File: src/rtl/rr_arbiter8.sv
// rtl/rr_arbiter8.sv - 8-way round-robin arbiter with a bounded hold time.
// Each grant ends on done, on abandon, or at MAX_HOLD; at least one idle cycle separates grants.
module rr_arbiter8 #(
  parameter int MAX_HOLD = 16
) (
  input  logic       clk,
  input  logic       rst,
  input  logic [7:0] req,
  input  logic       done,
  output logic [7:0] grant,
  output logic [2:0] grant_idx,
  output logic       grant_valid,
  output logic       timeout
);

  typedef enum logic {
    IDLE = 1'b0,
    BUSY = 1'b1
  } state_e;

  localparam logic [7:0] HOLD_LIMIT = 8'(MAX_HOLD);

  state_e     state_q, state_d;
  logic [2:0] ptr_q, ptr_d;
  logic [7:0] cnt_q, cnt_d;
  logic [7:0] grant_q, grant_d;
  logic [2:0] grant_idx_q, grant_idx_d;
  logic       grant_valid_q, grant_valid_d;
  logic       timeout_q, timeout_d;

  logic       found;
  logic [2:0] sel_idx;
  logic [2:0] cand;
  logic       hit_limit;
  logic       abandon;

  // First set request bit, scanning upward from ptr with wraparound.
  always_comb begin
    found   = 1'b0;
    sel_idx = ptr_q;
    cand    = ptr_q;
    for (int i = 0; i < 8; i++) begin
      cand = ptr_q + 3'(i);
      if (!found && req[cand]) begin
        found   = 1'b1;
        sel_idx = cand;
      end
    end
  end

  assign hit_limit = (cnt_q == HOLD_LIMIT);
  assign abandon   = ~req[grant_idx_q];

  always_comb begin
    state_d       = state_q;
    ptr_d         = ptr_q;
    cnt_d         = cnt_q;
    grant_d       = grant_q;
    grant_idx_d   = grant_idx_q;
    grant_valid_d = grant_valid_q;
    timeout_d     = 1'b0;

    case (state_q)
      IDLE: begin
        if (found) begin
          state_d       = BUSY;
          cnt_d         = 8'd1;
          grant_idx_d   = sel_idx;
          grant_d       = 8'b1 << sel_idx;
          grant_valid_d = 1'b1;
        end
      end
      BUSY: begin
        if (done || abandon || hit_limit) begin
          state_d       = IDLE;
          cnt_d         = 8'd0;
          grant_d       = 8'b0;
          grant_valid_d = 1'b0;
          ptr_d         = grant_idx_q + 3'd1;
          // Only a pure hold-limit release is reported as a timeout.
          timeout_d     = hit_limit && !done && !abandon;
        end else begin
          cnt_d = cnt_q + 8'd1;
        end
      end
      default: state_d = IDLE;
    endcase
  end

  always_ff @(posedge clk) begin
    if (rst) begin
      state_q       <= IDLE;
      ptr_q         <= 3'd0;
      cnt_q         <= 8'd0;
      grant_q       <= 8'b0;
      grant_idx_q   <= 3'd0;
      grant_valid_q <= 1'b0;
      timeout_q     <= 1'b0;
    end else begin
      state_q       <= state_d;
      ptr_q         <= ptr_d;
      cnt_q         <= cnt_d;
      grant_q       <= grant_d;
      grant_idx_q   <= grant_idx_d;
      grant_valid_q <= grant_valid_d;
      timeout_q     <= timeout_d;
    end
  end

  assign grant       = grant_q;
  assign grant_idx   = grant_idx_q;
  assign grant_valid = grant_valid_q;
  assign timeout     = timeout_q;

endmodule
File: config.mk
export PLATFORM = sky130hd
export DESIGN_NAME = rr_arbiter8
export DESIGN_NICKNAME = d
export VERILOG_FILES = /design/src/rtl/rr_arbiter8.sv
export SDC_FILE = /design/constraint.sdc
export NUM_CORES = 1
export LEC_CHECK = 0
export CORE_ASPECT_RATIO = 0.5
export CORE_MARGIN = 2
export CORE_UTILIZATION = 50
export DETAILED_ROUTE_END_ITERATION = 12
export GPL_ROUTABILITY_DRIVEN = 0
export PLACE_DENSITY = 0.76
export RECOVER_POWER = 25
export SYNTH_ARGS = -nofsm -noshare
export SYNTH_HDL_FRONTEND = slang
export SYNTH_SLANG_ARGS = --single-unit
File: constraint.sdc
create_clock -name clk -period 3.65 [get_ports clk]
set_clock_uncertainty 0.1 [all_clocks]
set_input_delay 0.5475 -clock clk [delete_from_list [all_inputs] [get_ports clk]]
set_output_delay 0.5475 -clock clk [all_outputs]
set_load 0.03 [all_outputs]
# Word level (Yosys, flattened, before mapping)
# Cells that the tools add are included.
totals:
  register_bits: 25
  inputBits: 11
  output_inout_bits: 13
  word_cells: 100
op_classes:
  n_addsub: 9
  order_cmp: 9
  n_eq_ne: 3
  shifts: 1
  mux: 45
  n_bitwise: 3
  reduce_logical: 23
op_table:
  columns: ["cell", "n"]
  rows:
  - ["3-bit by 4-bit less-than comparator with 1-bit output (second input constant)", 9]
  - ["8-bit two-way mux", 4]
  - ["8-bit case mux with 2 select lines", 2]
  - ["1-bit binary-select mux with 3-bit select", 9]
  - ["1-bit two-way mux", 21]
  - ["3-bit two-way mux", 7]
  - ["3-bit adder (second input constant)", 4]
  - ["1-bit logical AND", 9]
  - ["8-bit by 1-bit adder with 8-bit output (second input constant)", 1]
  - ["8-bit by 5-bit == test with 1-bit output (second input constant)", 1]
  - ["1-bit logical NOT", 8]
  - ["1-bit by 3-bit << shifter with 8-bit output (first input constant)", 1]
  - ["3-bit by 1-bit adder with 3-bit output (second input constant)", 2]
  - ["3-bit by 2-bit adder with 3-bit output (second input constant)", 2]
  - ["2-bit AND reduction", 3]
  - ["1-bit case mux with 2 select lines", 2]
  - ["1-bit NOT", 3]
  - ["3-bit OR reduction", 1]
  - ["1-bit logical OR", 2]
  - ["2-bit by 1-bit != test with 1-bit output (second input constant)", 1]
  - ["2-bit != test (second input constant)", 1]

# Depth between registers and ports, before layout
logic_depth:
  word_depth: 27
  mapped_depth: 11
  depth_no_buf: 9

# Worst setup path after synthesis
# Ideal clock, no wire load.
synth_path:
  path_kind: "register -> register"
  from: "register ptr_q[1]"
  to: "register grant_q[0] (netlist: grant[0])"
  setup_time_ns: 0.087
  arrival_time_ns: 3.500
  required_time_ns: 3.463
  slack_ns: -0.037
  stages_incl_launch_ff: 11
  n_path_buf: 1
  period_less_slack_ns: 3.687
  cell_sequence: "dfxtp_1 -> clkbuf_1 -> inv_1 -> ha_1 -> mux4_2 -> mux4_2 -> nor4b_4 -> a221oi_2 -> xnor2_2 -> or3b_1 -> o31ai_1"
synth_via:
  elab_chain_cells: 27
  word_cells_on_any_way: 57
  classes_between: "7 x add/sub; 1 x eq/ne; 1 x shift; 33 x mux; 15 x reduce/logical"
synth_rtl:
  columns: ["item", "line", "text"]
  rows:
  - ["from (decl)", "24", "logic [2:0] ptr_q, ptr_d;"]
  - ["from (signal assigned)", "101", "ptr_q <= ptr_d;"]
  - ["branches (longest 27 deep; another with 3-bit by 1-bit adder with 3-bit output)", null, null]
  - ["to (signal assigned)", "103", "grant_q <= grant_d;"]
  - ["to (decl)", "26", "logic [7:0] grant_q, grant_d;"]
# Parallel ways; which one is timed is not known. The select of a mux whose other input is x is not followed.
# A chain may end at the register's enable or synchronous reset.

# Final worst setup path
layout_path:
  from: "register ptr_q[1]"
  to: "register grant_q[4] (netlist: grant[4])"
# The elaborated chain is that of the path after synthesis.

==> flow_summary_export.csv <==
group,metric,value,unit
critical_path,cp-start-kind,"flip-flop",
sta,timing.final.crit_share,94.6,%
route,vias_per_cell,6.06,
finish,n_antenna_cell,0,
worst_hold_path,worstHoldPathType,"reg2reg",
placed_design,port_buffers,23,
logic_synthesis,synthArstFlopShare,0,%
global_route,grt_max_degree,21,
logic_synthesis,syn_inst,215,
logic_synthesis,synth_ff_type,"dfxtp_1",
power_and_ir_drop,leakage,0.850,nW
sta,rsz0062_at_grt,"false",
critical_path,cp.arrival,3.48,ns
finish,flow.area_growth_from_synthesis,18.4,%
logic_synthesis,synth.distinct_cells,50,
critical_path,worstPathMaxFanout,7,
job,maxCapViolCount,0,
critical_path,r2r_setup_slack,0.20,ns
route,ant_nets,0,
sta,worstMarginPinSlew,0.763,ns
cts,clkLatencyLatePin,0.27,ns
logic_synthesis,synth-seq-cells,25,
logic_synthesis,synth_edf_count,0,
floorplan,start_util,51.6,%
floorplan,dieArea,4510,um2
sta,whs,0.353,ns
route,vias,1789,
critical_path,endpoint_kind,"flip-flop",
global_route,grt_pass1_vias,1722,
route,first_pass_iters,4,
sta,slew_viol_final,0,
sta,fin_crit,3.45,ns
floorplan,fp-row-count,16,
logic_synthesis,synthTopCellsByArea,"dfxtp_1 (25%), mux4_2 (17%), nor2_1 (4.7%), a21oi_1 (4.0%), nand2_1 (3.6%)",
sta,finalHoldViolations,0,
cts,cts_made_buffers,3,
floorplan,coreArea,3840,um2
floorplan,io_pins,24,
finish,final_cell_mix,"dfxtp_1 (25), nor2_1 (24), nand2_1 (19), a21oi_1 (16), mux4_2 (15)",
power_and_ir_drop,ir_worst_vdd,201,uV
critical_path,critPathKind,"reg2reg",
power_and_ir_drop,p_per_area,596,nW/um2
cts,cts_root_buf,"clkbuf_8",
global_route,use_met2,36.1,%
floorplan,die_h,48.5,um
global_route,top_usage_layer,"met2",
sta,setup_viol,0,
route,first_iter_violations,147,
logic_synthesis,syn_area,1980,um2
global_route,grt_util_met3,2.18,%
cts,cts_hold_buf,0,
logic_synthesis,synth_top_area_cell,"dfxtp_1",
cts,numClockSinks,25,
route,drcViolationCount,0,
finish,fillers,311,
critical_path,crit_family,"compound AO/OA/AOI/OAI gates",
critical_path,cp_data_required_time,3.68,ns
global_route,grt_pass1_wl,7.91,mm
status,outcome,"complete, no violations",
critical_path,critPathSlowestCell,"nor3_1",
cts,clkTransAtPathRegs,0.09,ns
logic_synthesis,ys_seq_area_share,25.3,%
critical_path,critical_path.max_stage_delay,0.60,ns
cts,cts_tree,"built",
logic_synthesis,yosysTopAreaCellShare,25.3,%
finish,post_route_cells_drive_above_1_share,17.8,%
route,avgRoutedWirePerCell,15.6,um
sta,fmax,0.290,GHz
floorplan,die_x,93.0,um
global_route,grt_use_total,21.5,%
route,drt-total-wl,4.61,mm
finish,nNetsFinal,258,
logic_synthesis,synth_nets,231,
sta,max_slew_margin,49.0,%
logic_synthesis,ys_warn_count,0,
global_route,grt_overflow,0,
placed_design,dp_hpwl,3.46,mm
critical_path,path_cells,"inv_1 > ha_2 > buf_4 > mux4_2 > a211oi_1 > a2111oi_1 > a21oi_1 > nor2_1 > nor3_1 > o31ai_1",
logic_synthesis,syn_avg_cell_area,9.22,um2
sta,fin_tns_setup,0,ns
global_route,antenna_found_initial,0,
critical_path,cp.buffers_inverters,2,
global_route,grtUsageMet1,29.3,%
finish,final_common_cell,"dfxtp_1",
cts,clockBufferDepth,2,
cts,htree_levels,1,
Yosys cell counts (2+ instances only):
cell / number
dfxtp_1: 25
nor2_1: 25
nand2_1: 19
a21oi_1: 16
mux4_2: 15
inv_1: 9
o21ai_0: 9
o31ai_1: 8
mux2i_1: 6
nand3b_1: 6
clkbuf_1: 5
ha_1: 5
nand3_1: 5
a211oi_1: 4
mux2_2: 4
nor2b_1: 4
nor3_1: 4
and3_1: 3
or3_1: 3
xnor2_1: 3
a211oi_2: 2
a22oi_1: 2
buf_6: 2
nand2b_1: 2
nor3b_1: 2
o221ai_1: 2
o22ai_1: 2
state kept, by name, summed over array words and instances (netlist names):
name         count
cnt_q            8
grant_idx        3
timeout          1
grant            8
grant_valid      1
state_q          1
ptr_q            3
what timing repair did:
action / 4_1_cts / 5_1_grt
setup endpoints to repair: 0 / 15
resized for setup: 0 / 4
setup buffers: 0 / 2
cells by family (layout without fill, tap and decap cells):
family                   after synthesis  count (layout)  synth area share [%]
AO/OA/AOI/OAI                         56              56                  20.1
XOR/XNOR                               5               5                  2.59
adder cells (fa/ha/maj)                5               5                  3.16
buffers and inverters                 18              44                  4.42
flip-flops                            25              25                  25.3
multiplexers                          26              26                  23.5
AND/OR/NAND/NOR                       80              80                  21.0
through the flow:
stage               utilization [%]  worst slack (ns)  instance area, um2  instances  power, W
finish                         61.1             0.196                2350        295   0.00140
detailed placement             59.1            0.0117                2270        289   0.00121
global placement               59.1             0.148                2270        289   0.00119
floorplan                         -            0.0272                1980        215   0.00101
global route                   61.1            0.0335                2350        295   0.00149
CTS                            60.4            0.0551                2320        293   0.00138
tightest hold or removal path: stages, from the launching register on:
cell and delay [ns]:
dfxtp_1 0.32, nand2_1 0.05, o31ai_1 0.05
layer usage:
metal	wire length [um]	share of wire, %	vias to the layer above
met4	80	1.7	0
met3	236	5.1	8
met2	2230	48	60
met1	2060	45	852
met5	0	0	-
li1	-	-	869
path summary, 6_finish.rpt:
check,from,endpoint,depth (start not counted)
min reg2reg,grant[1],grant[1],2
max reg2reg,ptr_q[1],grant[4],10
max,ptr_q[1],grant[4],10
min,grant[1],grant[1],2
area by class of cell:
type / count / area (um2) / area share [%]
multi-input cells: 172 / 1410 / 59.9
flip-flops and latches: 25 / 500 / 21.3
repair buffers: 31 / 290 / 12.4
well taps: 54 / 67.6 / 2.88
clock buffers: 3 / 41.3 / 1.76
inverters: 9 / 33.8 / 1.44
clock inverters: 1 / 7.51 / 0.320
power breakdown:
part           switching (W)  leakage [nW]  internal [W]  total, W
Clock              0.0000903        0.0217     0.0000774  0.000168
Sequential         0.0000472         0.204      0.000315  0.000362
Combinational       0.000487         0.625      0.000382  0.000869
No activity file was read; power rests on OpenSTA's default activity.
